### src/rtl/trk_epoch_sequencer.sv
// Epoch sequencer for one tracking correlator: drop/release, arm, wait for ready,
// interrupt per epoch, clear between epochs, stop on count, command or timeout.
//
// state    | meaning
// IDLE     | waiting for START
// DROP     | drop_samples held high for DROP_CYCLES
// RELEASE  | one cycle with drop_samples low, still qualified
// ARM      | go pulse, restart ready detection and timeout
// WAIT_RDY | wait for ready rising edge after a 2-cycle mask
// SERVICE  | irq raised, waiting for software ack
// CLEAR    | clear_accum pulse, then one settle cycle
// STOP     | stop_tracking pulse, back to IDLE
module trk_epoch_sequencer #(
  parameter int DROP_CYCLES    = 16,
  parameter int TIMEOUT_CYCLES = 4000000,
  parameter int CNT_W          = 16
) (
  input  logic             axis_aclk,
  input  logic             axis_aresetn,
  input  logic             i_cmd_valid,
  input  logic [1:0]       i_cmd,
  input  logic [CNT_W-1:0] i_num_epochs,
  input  logic             i_corr_ready,
  input  logic             i_irq_ack,
  output logic             o_drop_samples,
  output logic             o_drop_samples_valid,
  output logic             o_go,
  output logic             o_start_tracking_valid,
  output logic             o_clear_accum,
  output logic             o_stop_tracking,
  output logic             o_stop_tracking_valid,
  output logic             o_irq,
  output logic [CNT_W-1:0] o_epoch_count,
  output logic             o_busy,
  output logic             o_timeout,
  output logic [2:0]       o_state
);

  localparam logic [2:0] ST_IDLE    = 3'd0;
  localparam logic [2:0] ST_DROP    = 3'd1;
  localparam logic [2:0] ST_RELEASE = 3'd2;
  localparam logic [2:0] ST_ARM     = 3'd3;
  localparam logic [2:0] ST_WAIT    = 3'd4;
  localparam logic [2:0] ST_SERVICE = 3'd5;
  localparam logic [2:0] ST_CLEAR   = 3'd6;
  localparam logic [2:0] ST_STOP    = 3'd7;

  localparam int DW = $clog2(DROP_CYCLES + 1);
  localparam int TW = $clog2(TIMEOUT_CYCLES);
  localparam logic [DW-1:0] DROP_LOAD = DW'(DROP_CYCLES - 1);
  localparam logic [TW-1:0] TMO_LAST  = TW'(TIMEOUT_CYCLES - 1);

  logic [2:0]       state, state_nxt;
  logic [DW-1:0]    drop_cnt, drop_cnt_nxt;
  logic [TW-1:0]    tmo_cnt, tmo_cnt_nxt;
  logic [1:0]       mask_cnt, mask_cnt_nxt;
  logic             clr_phase, clr_phase_nxt;
  logic             rdy_prev;
  logic [CNT_W-1:0] num_lat, num_lat_nxt;
  logic [CNT_W-1:0] epoch_cnt, epoch_cnt_nxt;
  logic             timeout_q, timeout_nxt;

  logic cmd_start, cmd_stop, rdy_edge, last_epoch;

  assign cmd_start  = i_cmd_valid && (i_cmd == 2'b01);
  assign cmd_stop   = i_cmd_valid && (i_cmd == 2'b11);
  assign rdy_edge   = (mask_cnt == 2'd2) && !rdy_prev && i_corr_ready;
  assign last_epoch = (num_lat != '0) && (epoch_cnt == num_lat);

  always_comb begin
    state_nxt     = state;
    drop_cnt_nxt  = drop_cnt;
    tmo_cnt_nxt   = tmo_cnt;
    mask_cnt_nxt  = mask_cnt;
    clr_phase_nxt = 1'b0;
    num_lat_nxt   = num_lat;
    epoch_cnt_nxt = epoch_cnt;
    timeout_nxt   = timeout_q;

    case (state)
      ST_IDLE: begin
        if (cmd_start) begin
          state_nxt     = ST_DROP;
          drop_cnt_nxt  = DROP_LOAD;
          num_lat_nxt   = i_num_epochs;
          epoch_cnt_nxt = '0;
          timeout_nxt   = 1'b0;
        end
      end
      ST_DROP: begin
        if (drop_cnt == '0) state_nxt = ST_RELEASE;
        else                drop_cnt_nxt = drop_cnt - 1'b1;
      end
      ST_RELEASE: state_nxt = ST_ARM;
      ST_ARM: begin
        state_nxt    = ST_WAIT;
        tmo_cnt_nxt  = '0;
        mask_cnt_nxt = 2'd0;
      end
      ST_WAIT: begin
        tmo_cnt_nxt = tmo_cnt + 1'b1;
        if (mask_cnt != 2'd2) mask_cnt_nxt = mask_cnt + 2'd1;
        // a genuine ready edge wins over a coincident timeout
        if (rdy_edge) begin
          state_nxt     = ST_SERVICE;
          epoch_cnt_nxt = epoch_cnt + 1'b1;
        end else if (tmo_cnt == TMO_LAST) begin
          state_nxt   = ST_STOP;
          timeout_nxt = 1'b1;
        end
      end
      ST_SERVICE: begin
        if (i_irq_ack) state_nxt = last_epoch ? ST_STOP : ST_CLEAR;
      end
      ST_CLEAR: begin
        if (!clr_phase) clr_phase_nxt = 1'b1;
        else            state_nxt     = ST_ARM;
      end
      ST_STOP: state_nxt = ST_IDLE;
      default: state_nxt = ST_IDLE;
    endcase

    // STOP overrides every other transition, so side effects of the lost transition are undone
    if (cmd_stop && (state != ST_STOP)) begin
      state_nxt     = ST_STOP;
      clr_phase_nxt = 1'b0;
      num_lat_nxt   = num_lat;
      epoch_cnt_nxt = epoch_cnt;
      timeout_nxt   = timeout_q;
    end
  end

  always_ff @(posedge axis_aclk or negedge axis_aresetn) begin
    if (!axis_aresetn) begin
      state                  <= ST_IDLE;
      drop_cnt               <= '0;
      tmo_cnt                <= '0;
      mask_cnt               <= 2'd0;
      clr_phase              <= 1'b0;
      rdy_prev               <= 1'b0;
      num_lat                <= '0;
      epoch_cnt              <= '0;
      timeout_q              <= 1'b0;
      o_drop_samples         <= 1'b0;
      o_drop_samples_valid   <= 1'b0;
      o_go                   <= 1'b0;
      o_start_tracking_valid <= 1'b0;
      o_clear_accum          <= 1'b0;
      o_stop_tracking        <= 1'b0;
      o_stop_tracking_valid  <= 1'b0;
      o_irq                  <= 1'b0;
      o_busy                 <= 1'b0;
    end else begin
      state     <= state_nxt;
      drop_cnt  <= drop_cnt_nxt;
      tmo_cnt   <= tmo_cnt_nxt;
      mask_cnt  <= mask_cnt_nxt;
      clr_phase <= clr_phase_nxt;
      rdy_prev  <= (state == ST_ARM) ? 1'b0 : i_corr_ready;
      num_lat   <= num_lat_nxt;
      epoch_cnt <= epoch_cnt_nxt;
      timeout_q <= timeout_nxt;

      // outputs decoded from the next state so they line up with the state register
      o_drop_samples         <= (state_nxt == ST_DROP);
      o_drop_samples_valid   <= (state_nxt == ST_DROP) || (state_nxt == ST_RELEASE);
      o_go                   <= (state_nxt == ST_ARM);
      o_start_tracking_valid <= (state_nxt == ST_ARM);
      o_clear_accum          <= (state_nxt == ST_CLEAR) && !clr_phase_nxt;
      o_stop_tracking        <= (state_nxt == ST_STOP);
      o_stop_tracking_valid  <= (state_nxt == ST_STOP);
      o_irq                  <= (state_nxt == ST_SERVICE);
      o_busy                 <= (state_nxt != ST_IDLE);
    end
  end

  assign o_epoch_count = epoch_cnt;
  assign o_timeout     = timeout_q;
  assign o_state       = state;

endmodule

### config.mk
export PLATFORM = sky130hd
export DESIGN_NAME = trk_epoch_sequencer
export DESIGN_NICKNAME = d
export VERILOG_FILES = /design/src/rtl/trk_epoch_sequencer.sv
export SDC_FILE = /design/constraint.sdc
export NUM_CORES = 1
export LEC_CHECK = 0
export CORE_UTILIZATION = 59
export DETAILED_ROUTE_END_ITERATION = 10
export HOLD_SLACK_MARGIN = 0.06
export PLACE_DENSITY = 0.81
export SYNTH_ARGS = -nofsm -noshare
export SYNTH_HDL_FRONTEND = slang
export SYNTH_SLANG_ARGS = --single-unit
### constraint.sdc
create_clock -name axis_aclk -period 6.4 [get_ports axis_aclk]
set_input_delay 0.64 -clock axis_aclk [delete_from_list [all_inputs] [get_ports axis_aclk]]
set_output_delay 0.64 -clock axis_aclk [all_outputs]
set_load 0.02 [all_outputs]
==> flow_metrics.py <==
metrics = {
    "synth": {
        "synth_edf_count": 0,
        "synthCells": 369,
        "ys_top_cells_by_area": "dfrtp_1, xor2_1, mux2_2, o21ai_0, nand2_1",
        "async_flop_share_pct": 100,
        "yosysTopAreaCellShare_pct": 49.4,
        "yosys-top-cells-count": "dfrtp_1, nand2_1, o21ai_0",
        "yosysMostFrequentCell": "dfrtp_1",
        "synth_cell_type_count": 51,
        "yosysTopAreaCell": "dfrtp_1",
        "ys_seq_area_share_pct": 49.4,
        "syn_avg_cell_area_um2": 10.2,
        "synth_flop_cell": "dfrtp_1",
        "synth.cell_area_mm2": 0.00375,
        "ys_seq_elements": 74,
        "yosys_warnings": 0,
        "syn_nets": 397,
    },
    "place": {
        "port_buffers": 51,
        "dp_hpwl_um": 5720,
        "gp_congestion": 0.921,
        "place_ws_ns": 3.50,
    },
    "clock_tree": {
        "clockRootBuffer": "clkbuf_8",
        "clockBufferDepth": 2,
        "holdBufCountCts": 0,
        "insertion_delay_ns": 0.35,
        "path_clk_slew_ns": 0.08,
        "numCtsBuffers": 9,
        "post-cts-setup-buffers": 0,
        "cts_tree": "yes",
        "cts.htree.levels": 3,
        "cts_sinks": 74,
        "cts_resized": 0,
    },
    "timing": {
        "slew-limit-headroom_pct": 38.4,
        "fmax_mhz": 365,
        "finalCritPeriodShare_pct": 42.9,
        "skew_ns": 0.00860,
        "hold_viol": 0,
        "worst_slack_ns": 3.66,
        "worst_slew_pin_slew_ns": 0.923,
        "setup-tns-final_ns": 0,
        "rsz0062_at_grt": "no",
        "setup_violations": 0,
        "drv_slew": 0,
        "period_needed_ns": 2.74,
    },
    "hold_path": {
        "hp-class": "reg -> reg",
    },
    "die": {
        "die_y_um": 81.7,
        "num_rows": 28,
        "ios": 52,
        "initial_core_util_pct": 62.2,
        "dieArea_mm2": 0.00667,
        "core_area_mm2": 0.00603,
        "die_x_um": 81.7,
    },
    "worst_setup_path": {
        "critical_path.max_fanout": 17,
        "cp-end-kind": "flip-flop",
        "critPathRequiredTime_ns": 6.63,
        "worst_setup_path_start_kind": "flip-flop",
        "criticalPathCategory": "reg -> reg",
        "arrival_ns": 2.97,
    },
    "flow_run": {
        "drv_cap": 0,
    },
    "drt": {
        "viasPerCell": 6.26,
        "drtPass1Iterations": 4,
        "drc": 0,
        "drt_iter0_markers": 205,
        "wirelength_um": 8580,
        "wl_per_cell_um": 17.3,
        "via_count": 3110,
        "antenna_left": 0,
    },
    "finish": {
        "layout.nets": 445,
        "drive_gt1_share_pct": 10.7,
        "area_delta_synth_final_pct": 21.8,
        "fill_cells": 443,
        "multi_input_area_mm2": 0.00180,
        "diodes": 0,
        "ff_latch_area_mm2": 0.00185,
    },
    "status": {
        "outcome": "complete, no violations",
    },
    "power_and_ir_drop": {
        "leakage_nw": 1.95,
        "peakVddDrop_uv": 317,
        "p_per_area_mw_per_mm2": 384,
    },
    "global_route": {
        "grt_usage_pct": 28.3,
        "grt_max_degree": 75,
        "grt_pass1_wl_um": 14200,
        "grt_overflow": 0,
        "grt_pass1_vias": 2981,
        "antenna_found_initial": 0,
    },
}
==> worst max-delay path: stages, from the launching register on <==
cell and delay (ns):
dfrtp_1 0.57, nand3b_1 0.29, nor4_1 0.50, nand4_1 0.16
nor4_1 0.51, nor2_1 0.25, mux2_2 0.34
==> through the flow <==
step | hold WS (ns) | util [%] | total power [mW] | cells | cell area [um2]
floorplan | 0.344 | - | 1.08 | 369 | 3750
global placement | 0.471 | 71.3 | 1.24 | 481 | 4300
detailed placement | 0.481 | 71.3 | 1.27 | 481 | 4300
CTS | 0.493 | 75.7 | 1.75 | 497 | 4560
global route | 0.505 | 75.7 | 1.85 | 497 | 4560
finish | 0.490 | 75.7 | 1.75 | 497 | 4560
==> power by group <==
group          switching, mW  total, mW  internal (mW)
sequential             0.141      0.717          0.576
combinational          0.296      0.554          0.258
clock                  0.172      0.481          0.309
==> layout make-up <==
type	count	area share (%)
repair buffers	53	11.4
well taps	75	2.06
clock buffers	11	3.10
flip-flops and latches	74	40.6
inverters	8	0.658
multi-input cells	271	39.5
clock inverters	5	2.74
==> layout by cell type (no fill, tap or decap), drive strengths merged, types with 6 or more instances in the layout <==
master and count:
nor2 20, mux2 17, a21oi 12, o21ai 30, clkbuf 11, dfrtp 74
nand2 30, o31ai 9, nand4 11, clkdlybuf4s50 50, nand3 19, nor4 11
or3 6, xor2 24, inv 8, nor3 11, o211ai 6
==> final timing paths <==
path                              start                    to  slack (ns)  cells after the start
setup / recovery             o_state[1]  o_drop_samples_valid        3.66                      6
hold / removal              mask_cnt[0]           mask_cnt[0]        0.49                      1
setup reg to reg             o_state[1]  o_drop_samples_valid        3.66                      6
hold reg to reg             mask_cnt[0]           mask_cnt[0]        0.49                      1
max in group asynchronous  axis_aresetn            num_lat[7]        5.29                      2
min in group asynchronous  axis_aresetn                 o_irq        0.51                      2
==> registers in the layout, summed over array words and instances (netlist names), 2 cells and up <==
name           flops
o_epoch_count     16
mask_cnt           2
num_lat           16
tmo_cnt           22
drop_cnt           5
o_state            3
==> logic make-up after synthesis <==
group | count (synthesis) | share of synthesized area, %
and+or+nand+nor | 146 | 21.9
muxes | 17 | 5.11
xor gates and xnor gates | 29 | 6.78
AOI/OAI and AO/OA | 74 | 12.4
DFF | 74 | 49.4
buffers and inverters | 24 | 2.71
adders and majority gates | 5 | 1.67
==> metal layers <==
metal | GRT usage (%) | part of all wire, % | up-vias
li1 | - | - | 1448
met1 | 39.4 | 45 | 1536
met2 | 43.7 | 47 | 112
met3 | 5.78 | 6.1 | 14
met4 | 10.5 | 1.3 | 0
met5 | 0 | 0 | -
(Power assumes the default switching activity.)
